--- config.mk ---
export PLATFORM = sky130hd
export DESIGN_NAME = debouncer_v2_0
export DESIGN_NICKNAME = d
export VERILOG_FILES = /design/src/rtl/debouncer_pkg.sv /design/src/rtl/debouncer_channel.sv /design/src/rtl/debouncer_v2_0.sv
export SDC_FILE = /design/constraint.sdc
export NUM_CORES = 1
export LEC_CHECK = 0
export ABC_CLOCK_PERIOD_IN_PS = 2500
export CAP_MARGIN = 40
export CORE_MARGIN = 8
export CORE_UTILIZATION = 45
export DETAILED_ROUTE_END_ITERATION = 6
export MAX_ROUTING_LAYER = met4
export PLACE_DENSITY = 0.64
export SYNTH_ARGS = -nofsm -noshare
export SYNTH_HDL_FRONTEND = slang
export SYNTH_SLANG_ARGS = --single-unit
--- constraint.sdc ---
create_clock -name clock -period 2.5 [get_ports clock]
set_clock_uncertainty 0.05 [all_clocks]
set_input_delay 0.75 -clock clock [delete_from_list [all_inputs] [get_ports clock]]
set_output_delay 0.75 -clock clock [all_outputs]
set_load 0.005 [all_outputs]
--- src/rtl/debouncer_pkg.sv ---
// Shared limits and helpers for the multi-channel debouncer.
package debouncer_pkg;

    localparam int DEB_MAX_WIDTH = 32;
    localparam int DEB_MAX_COUNT = 255;
    localparam int DEB_MAX_DIV   = 65535;

    // Bits needed to hold 0..value-1, never fewer than one bit.
    function automatic int clog2(input int value);
        int width;
        width = 1;
        for (int i = 1; i < 32; i++) begin
            if ((1 << i) < value) begin
                width = i + 1;
            end
        end
        return width;
    endfunction

endpackage

--- src/rtl/debouncer_channel.sv ---
// One debounced channel: 2-flop synchroniser, stability counter, level
// register and registered edge pulses.
module debouncer_channel
    import debouncer_pkg::*;
#(
    parameter int   DebounceCount    = 4,
    parameter logic InitValue        = 1'b0,
    parameter bit   PosEdgeDetect    = 1'b1,
    parameter bit   NegEdgeDetect    = 1'b1,
    parameter bit   EitherEdgeDetect = 1'b1
) (
    input  logic clock,
    input  logic reset_n,
    input  logic tick,
    input  logic d,
    output logic q,
    output logic pos,
    output logic neg,
    output logic either
);

    localparam int              CntW    = clog2(DebounceCount);
    localparam logic [CntW-1:0] CntLast = CntW'(DebounceCount - 1);

    logic            sync_p0;
    logic            sync_p1;
    logic [CntW-1:0] cnt;
    logic            upd;

    // Stage p0 -> p1: metastability chain, clocked every cycle regardless of tick
    always_ff @(posedge clock or negedge reset_n) begin
        if (!reset_n) begin
            sync_p0 <= InitValue;
            sync_p1 <= InitValue;
        end else begin
            sync_p0 <= d;
            sync_p1 <= sync_p0;
        end
    end

    // The new level is accepted on the tick that completes the stable run
    assign upd = tick && (sync_p1 != q) && (cnt == CntLast);

    // Filter: count consecutive mismatching ticks, any agreeing tick restarts the run
    always_ff @(posedge clock or negedge reset_n) begin
        if (!reset_n) begin
            cnt <= '0;
            q   <= InitValue;
        end else if (tick) begin
            if (sync_p1 == q) begin
                cnt <= '0;
            end else if (cnt == CntLast) begin
                q   <= sync_p1;
                cnt <= '0;
            end else begin
                cnt <= cnt + 1'b1;
            end
        end
    end

    // Edge pulses registered on the same edge as q so they line up with the new level
    always_ff @(posedge clock or negedge reset_n) begin
        if (!reset_n) begin
            pos    <= 1'b0;
            neg    <= 1'b0;
            either <= 1'b0;
        end else begin
            pos    <= upd & sync_p1 & PosEdgeDetect;
            neg    <= upd & ~sync_p1 & NegEdgeDetect;
            either <= upd & EitherEdgeDetect;
        end
    end

endmodule

--- src/rtl/debouncer_v2_0.sv ---
// Multi-channel debouncer top: shared sample-tick prescaler feeding
// independent per-channel filters.
module debouncer_v2_0
    import debouncer_pkg::*;
#(
    parameter int                   SignalWidth      = 1,
    parameter int                   DebounceCount    = 4,
    parameter int                   SampleDivider    = 1,
    parameter logic [SignalWidth-1:0] InitValue      = '0,
    parameter bit                   PosEdgeDetect    = 1'b1,
    parameter bit                   NegEdgeDetect    = 1'b1,
    parameter bit                   EitherEdgeDetect = 1'b1
) (
    input  logic                   clock,
    input  logic                   reset_n,
    input  logic [SignalWidth-1:0] d,
    output logic [SignalWidth-1:0] q,
    output logic [SignalWidth-1:0] pos,
    output logic [SignalWidth-1:0] neg,
    output logic [SignalWidth-1:0] either
);

    logic tick;

    if (SignalWidth < 1 || SignalWidth > DEB_MAX_WIDTH) begin : g_bad_width
        $error("debouncer_v2_0: SignalWidth out of range");
    end
    if (DebounceCount < 1 || DebounceCount > DEB_MAX_COUNT) begin : g_bad_count
        $error("debouncer_v2_0: DebounceCount out of range");
    end
    if (SampleDivider < 1 || SampleDivider > DEB_MAX_DIV) begin : g_bad_div
        $error("debouncer_v2_0: SampleDivider out of range");
    end

    if (SampleDivider == 1) begin : g_no_div
        // Every clock is a sample tick
        assign tick = 1'b1;
    end else begin : g_div
        localparam logic [15:0] DivLast = 16'(SampleDivider - 1);
        logic [15:0] div_cnt;

        assign tick = (div_cnt == DivLast);

        // Prescaler: count 0..SampleDivider-1 and wrap
        always_ff @(posedge clock or negedge reset_n) begin
            if (!reset_n) begin
                div_cnt <= '0;
            end else if (tick) begin
                div_cnt <= '0;
            end else begin
                div_cnt <= div_cnt + 16'd1;
            end
        end
    end

    for (genvar i = 0; i < SignalWidth; i++) begin : g_ch
        debouncer_channel #(
            .DebounceCount    (DebounceCount),
            .InitValue        (InitValue[i]),
            .PosEdgeDetect    (PosEdgeDetect),
            .NegEdgeDetect    (NegEdgeDetect),
            .EitherEdgeDetect (EitherEdgeDetect)
        ) u_channel (
            .clock   (clock),
            .reset_n (reset_n),
            .tick    (tick),
            .d       (d[i]),
            .q       (q[i]),
            .pos     (pos[i]),
            .neg     (neg[i]),
            .either  (either[i])
        );
    end

endmodule

==> reports/metrics.cfg, run 1 <==
[pwr]
p_leak_nw = 0.906
p_total_mw = 1.62
power_density_mw_per_mm2 = 728
ir_drop_mv = 0.487

[sta]
setup_tns_ns = 0
worst_slew_margin_rel_pct = 43.9
post-route-period-util_pct = 82.9
min_period_ns = 2.07
rsz0062_at_grt = false
fmax_mhz = 483
drv_slew = 0
worst_pin_slew_ns = 0.841
final-hold-violation-count = 0
setup_viol = 0

[floorplan]
fp.dieH_um = 83.5
core-area_mm2 = 0.00438
die_w_um = 83.5
die_area_mm2 = 0.00697
fp-row-count = 24
io_pins = 7
initial_core_util_pct = 46.8

[worst_setup_path]
cp.required_ns = 1.70
reg2reg_depth = 5
cp_max_fo = 6
crit_buf_inv = 1
crit_type = reg -> out
crit_family = buffers and inverters
crit_chain = clkdlybuf4s50_1
startpoint_type = flop
slowest_delay_ns = 0.55
regToRegSetupSlack_ns = 0.47
worstPathArrival_ns = 1.27
worstReg2RegEnd = g_ch[0].u_channel.cnt[26]
worst_path_max_delay_cell = clkdlybuf4s50_1
endpoint_kind = output pin
crit_cells = 1
reg2reg_from = g_ch[0].u_channel.cnt[0]

[cells_and_area]
fin_nets = 214
final_cell_mix = dfrtp_1 (38), nor2_1 (20), nand2_1 (16)
diodes = 0
fin_util_pct = 50.8
area_growth_pct = 8.66
final_common_cell = dfrtp_1
drive_gt1_share_pct = 11.8
n_fill_cell = 390

[clock_network]
clk_pin_slew_worst_paths_ns = 0.07
cts_tree = yes
cts_hold_repair.buffers = 0
root_buffer = clkbuf_8
cts_setup_buffers = 0
ctsHtreeMaxLevel = 2
numClockSinks = 38
clock_latency_ns = 0.29
clock_path_buffers = 2
cts_resized = 0
cts-buffers-inserted = 5

[global_route]
grt_usage_pct = 12.4
antenna_found_initial = 0
grt_pass1_wl_mm = 7.16
first_global_vias = 1546
grt_overflow = 0
grt_max_degree = 39

[routing]
first_iter_violations = 112
routedWlPerCell_um = 16.2
drtPass1Iterations = 4
drc = 0
vias = 1596
antenna_left = 0
finalWirelength_mm = 4.25
vias_per_cell = 6.07

[logic_synthesis]
synth_ff_type = dfrtp_1
netlist_area_mm2 = 0.00205
syn_area_per_cell_um2 = 9.95
synth_cell_types = 38
ys_seq_area_share_pct = 46.4
synthArstFlopShare_pct = 100
yosys_warnings = 0
synth_edf_count = 0
synth-seq-cells = 38
syn-num-nets = 210
synthCells = 206

[placed_design]
gp_congestion = 0.798
port_buffers = 6
hpwl_mm = 3.00

[min_path]
hold_start = g_ch[0].u_channel.sync_p0
hold_path_end = g_ch[0].u_channel.sync_p1
hold_class = reg -> reg
min_path_cells = 0

[job]
drv_cap = 0

[status]
status = finished, final reports clean

synthesized netlist by cell type, types with 2 or more instances:
| cell type | instances | area (um^2) |
|---|---|---|
| a21oi_1 | 11 | 55.1 |
| a21oi_2 | 2 | 17.5 |
| and2_1 | 2 | 12.5 |
| and3_1 | 7 | 43.8 |
| and4_1 | 3 | 26.3 |
| and4_2 | 2 | 20.0 |
| buf_2 | 2 | 10.0 |
| buf_4 | 2 | 15.0 |
| buf_6 | 5 | 56.3 |
| dfrtp_1 | 38 | 951 |
| mux2i_1 | 5 | 50.1 |
| nand2_1 | 16 | 60.1 |
| nand2_2 | 2 | 12.5 |
| nand3_1 | 9 | 45.0 |
| nand4_1 | 11 | 68.8 |
| nor2_1 | 20 | 75.1 |
| nor3b_1 | 2 | 15.0 |
| nor4_1 | 11 | 68.8 |
| o21ai_0 | 9 | 45.0 |
| o31ai_1 | 8 | 60.1 |
| or3_1 | 4 | 25.0 |
| or4_1 | 6 | 45.0 |
| or4_4 | 2 | 22.5 |
| xnor2_1 | 3 | 26.3 |
| xor2_1 | 11 | 96.3 |
metal layers:
layer	routed length, um	vias to the layer above	track usage [%]
met2	2090	29	20.5
met3	123	4	2.64
met4	24	0	3.45
met1	2010	793	14.9
li1	-	770	-
met5	0	-	-
flip-flops by register name (all words and copies together) (netlist names):
signal / count
g_ch.u_channel.sync_p1: 1
g_ch.u_channel.pos: 1
g_ch.u_channel.sync_p0: 1
g_ch.u_channel.cnt: 32
g_ch.u_channel.q: 1
g_ch.u_channel.either: 1
g_ch.u_channel.neg: 1
worst max-delay path by stage:
| stage | from | slack (ns) | end |
|---|---|---|---|
| 6_report | g_ch[0].u_channel.q | 0.43 | q |
| 5_1_grt | g_ch[0].u_channel.cnt[0] | 0.29 | g_ch[0].u_channel.cnt[26] |
| 4_1_cts | g_ch[0].u_channel.q | 0.41 | q |
| 3_5_place_dp | g_ch[0].u_channel.cnt[0] | 0.50 | g_ch[0].u_channel.cnt[18] |
| 3_3_place_gp | g_ch[0].u_channel.cnt[15] | 0.51 | g_ch[0].u_channel.q |
| 2_1_floorplan | g_ch[0].u_channel.cnt[0] | 0.75 | g_ch[0].u_channel.q |
cells by family after synthesis:
family          count (synthesis)  synth area share, %
flops                          38                 46.4
fa+ha+maj                       1                0.610
xor+xnor                       14                 5.98
buf+inv                        11                 4.88
mux                             6                 3.17
compound gates                 32                 9.52
simple gates                  104                 29.5
final cells by class:
class	count	area, um^2	area share (%)
multi-input combinational	157	1000	44.9
sequential	38	951	42.7
clock buffer	6	82.6	3.71
timing repair buffer	8	70.1	3.14
tap	52	65.1	2.92
clock inverter	2	60.1	2.70
through the flow:
| step | area, um^2 | worst slack, ns | instances | hold WS, ns |
|---|---|---|---|---|
| 5_1_grt | 2230 | 0.292 | 263 | 0.315 |
| 4_1_cts | 2230 | 0.408 | 263 | 0.311 |
| 3_3_place_gp | 2090 | 0.513 | 255 | 0.292 |
| 2_1_floorplan | 2050 | 0.750 | 206 | 0.281 |
| 6_report | 2230 | 0.428 | 263 | 0.306 |
| 3_5_place_dp | 2090 | 0.502 | 255 | 0.294 |
power breakdown:
group	total, mW	internal [mW]	switching [mW]
logic	0.309	0.117	0.192
registers	0.677	0.646	0.0311
clock network	0.637	0.425	0.211
(Power assumes the default switching activity.)
==> run 2, diff against run 1 <==
- ABC_CLOCK_PERIOD_IN_PS: 2500 -> 1800
- PLACE_DENSITY: 0.64 -> 0.66
- clock period: 2.5 -> 1.8 ns (I/O delays scaled with it)
==> run 2 against run 1 <==
Against the previous run:
- critical path type is now reg -> reg
- sequential share of layout area down 5.5 points
- die area unchanged
- setup slack worse by 0.39 ns
- combinational power is 93% higher
- non-clock buffer count is 30 higher
- global-route usage grew 1.4 points
- core utilization is 7.6 points higher
- worst hold slack lost 0.18 ns
- power is 40% higher
- wire length increased by 12%
- clock-buffer cell count did not move
==> reports/metrics.cfg, run 2 (synthesized netlist as in run 1, its figures left out) <==
[worst_setup_path]
cp.required_ns = 1.92  ; +0.22 ns
worst_path_max_delay_cell = dfrtp_1
crit_buf_inv = 2  ; +1
worstPathArrival_ns = 1.88  ; +0.61 ns
slowest_delay_ns = 0.40  ; -0.15 ns
startpoint_type = flop
crit_type = reg -> reg
crit_cells = 6  ; +5
crit_family = simple AND/OR/NAND/NOR gates
cpMostUsedCell = buf_4
reg2reg_depth = 6  ; +1
cp_max_fo = 6  ; unchanged
endpoint_kind = flop
regToRegSetupSlack_ns = 0.04  ; -0.43 ns
crit_chain = nor4_2 > nand4_1 > buf_4 > o21ai_4 > buf_4 > a21oi_1

[placed_design]
port_buffers = 6  ; unchanged
gp_congestion = 0.803  ; +0.65%
place_ws_ns = -0.0134  ; -0.516 ns
hpwl_mm = 3.21  ; +7.0%

[sta]
final-hold-violation-count = 0  ; unchanged
post-route-period-util_pct = 97.6
worst_pin_slew_ns = 0.496  ; -0.345 ns
setup_viol = 0  ; unchanged
drv_slew = 0  ; unchanged
rsz0062_at_grt = true
worst_slew_margin_rel_pct = 66.7  ; +23 points
setup_slack_ns = 0.0426  ; -0.385 ns
min_period_ns = 1.76
fmax_mhz = 569
setup_tns_ns = 0  ; unchanged

[clock_network]
cts-buffers-inserted = 5  ; unchanged
ctsHtreeMaxLevel = 2  ; unchanged
numClockSinks = 38  ; unchanged
clock_latency_ns = 0.29  ; about the same
root_buffer = clkbuf_8
clock_path_buffers = 2  ; unchanged
cts_tree = yes
cts_hold_repair.buffers = 0  ; unchanged
clk_pin_slew_worst_paths_ns = 0.08  ; about the same

[pwr]
power_density_mw_per_mm2 = 885  ; +21%
p_switching_mw = 0.655  ; +51%
sw_frac_of_total_pct = 28.9  ; +2.1 points
p_leak_nw = 1.08  ; +20%
p_int_mw = 1.61  ; +36%
p_seq_share_pct = 41.1  ; -0.6 points
p_comb_share_pct = 26.3  ; +7.3 points
ir_drop_mv = 0.702  ; +44%
p_clk_share_pct = 32.6  ; -6.6 points

[cells_and_area]
diodes = 0  ; unchanged
n_fill_cell = 369  ; -5.4%
area_growth_pct = 25.0
fin_nets = 244  ; +14%
max_flop_register = g_ch.u_channel.cnt
final_cell_mix = dfrtp_1 (36), buf_4 (29), nor2_1 (20)
drive_gt1_share_pct = 28.7  ; +17 points
largest_register_ffs = 32  ; unchanged
final_common_cell = dfrtp_1

[global_route]
antenna_found_initial = 0  ; unchanged
top_usage_layer = met2
met3_usage_pct = 2.64  ; unchanged
grt_pass1_wl_mm = 7.78  ; +8.7%
grtUsageMet1_pct = 17.1  ; +2.2 points
grt_usage_pct = 13.9  ; +1.4 points
grt_overflow = 0  ; unchanged
first_global_vias = 1645  ; +6.4%
use_met2_pct = 21.7  ; +1.2 points
grt_max_degree = 23  ; -41%

[floorplan]
initial_core_util_pct = 46.8  ; unchanged
fp.dieH_um = 83.5  ; unchanged
die_area_mm2 = 0.00697  ; unchanged
io_pins = 7  ; unchanged
die_w_um = 83.5  ; unchanged
core-area_mm2 = 0.00438  ; unchanged
fp-row-count = 24  ; unchanged

[routing]
drtPass1Iterations = 4  ; unchanged
drc = 0  ; unchanged
routedWlPerCell_um = 16.3  ; +0.86%
antenna_left = 0  ; unchanged
vias = 1729  ; +8.3%
vias_per_cell = 5.92  ; -2.4%
first_iter_violations = 130  ; +16%
finalWirelength_mm = 4.76  ; +12%

[job]
drv_cap = 0  ; unchanged

[status]
status = finished, final reports clean

[min_path]
hold_class = in -> async

run 2: cell types whose count changed in the layout (fill, tap and decap cells not counted), moves of 2 or more:
cell / previous run / this run
buf_4: 2 / 29
nor4_1: 11 / 4
nor4_2: 0 / 6
and4_4: 0 / 4
and4_1: 3 / 0
dfrtp_1: 38 / 36
dfrtp_2: 0 / 2
run 2: worst reg2reg max path: stages (launching register included):
cell     delay [ns]
dfrtp_1        0.40
nor4_2         0.33
nand4_1        0.19
buf_4          0.20
o21ai_4        0.21
buf_4          0.21
a21oi_1        0.05
run 2: layout make-up:
class | count | area [um^2] | share of cell area [%]
Sequential cell | 38 | 953 | 37.2
Multi-Input combinational cell | 157 | 1110 | 43.4
Tap cell | 52 | 65.1 | 2.54
Timing Repair Buffer | 38 | 319 | 12.5
Clock inverter | 1 | 30.0 | 1.17
Clock buffer | 6 | 82.6 | 3.22
run 2: final timing paths:
path                                              to                       from
min in group clock         g_ch[0].u_channel.sync_p1  g_ch[0].u_channel.sync_p0
setup reg to reg           g_ch[0].u_channel.cnt[15]  g_ch[0].u_channel.cnt[24]
hold reg to reg            g_ch[0].u_channel.sync_p1  g_ch[0].u_channel.sync_p0
hold / removal             g_ch[0].u_channel.cnt[24]                    reset_n
max in group asynchronous   g_ch[0].u_channel.cnt[7]                    reset_n
setup / recovery           g_ch[0].u_channel.cnt[15]  g_ch[0].u_channel.cnt[24]
run 2: repair_timing:
action                                 CTS  global route
endpoints found under the hold margin    0             0
setup endpoints to repair               17            32
gates resized for setup                  3            27
gates cloned                             0             1
pin swaps                                1             1
setup buffers                            1             1
run 2: through the flow:
stage	area [um^2]	hold WS, ns	utilization, %	total power, mW	cells
after floorplan	2050	0.194	-	1.25	206
after global placement	2300	0.284	52.5	1.43	282
after detailed placement	2300	0.286	52.5	1.44	282
after CTS	2430	0.136	55.4	2.20	290
after global routing	2560	0.157	58.4	2.37	292
final	2560	0.127	58.4	2.27	292
run 2: power groups by stage:
stage | clock [mW] | sequential (mW) | combinational (mW)
after global routing | 0.784 | 0.936 | 0.651
after floorplan | 0 | 0.952 | 0.302
after global placement | 0 | 0.950 | 0.480
after CTS | 0.755 | 0.925 | 0.519
final | 0.740 | 0.931 | 0.597
after detailed placement | 0 | 0.955 | 0.486
run 2: per-layer routing:
layer,part of all wire (%),up-vias
met5,0,-
met4,1.5,0
met3,3.2,9
met2,47,33
met1,48,851
li1,-,836
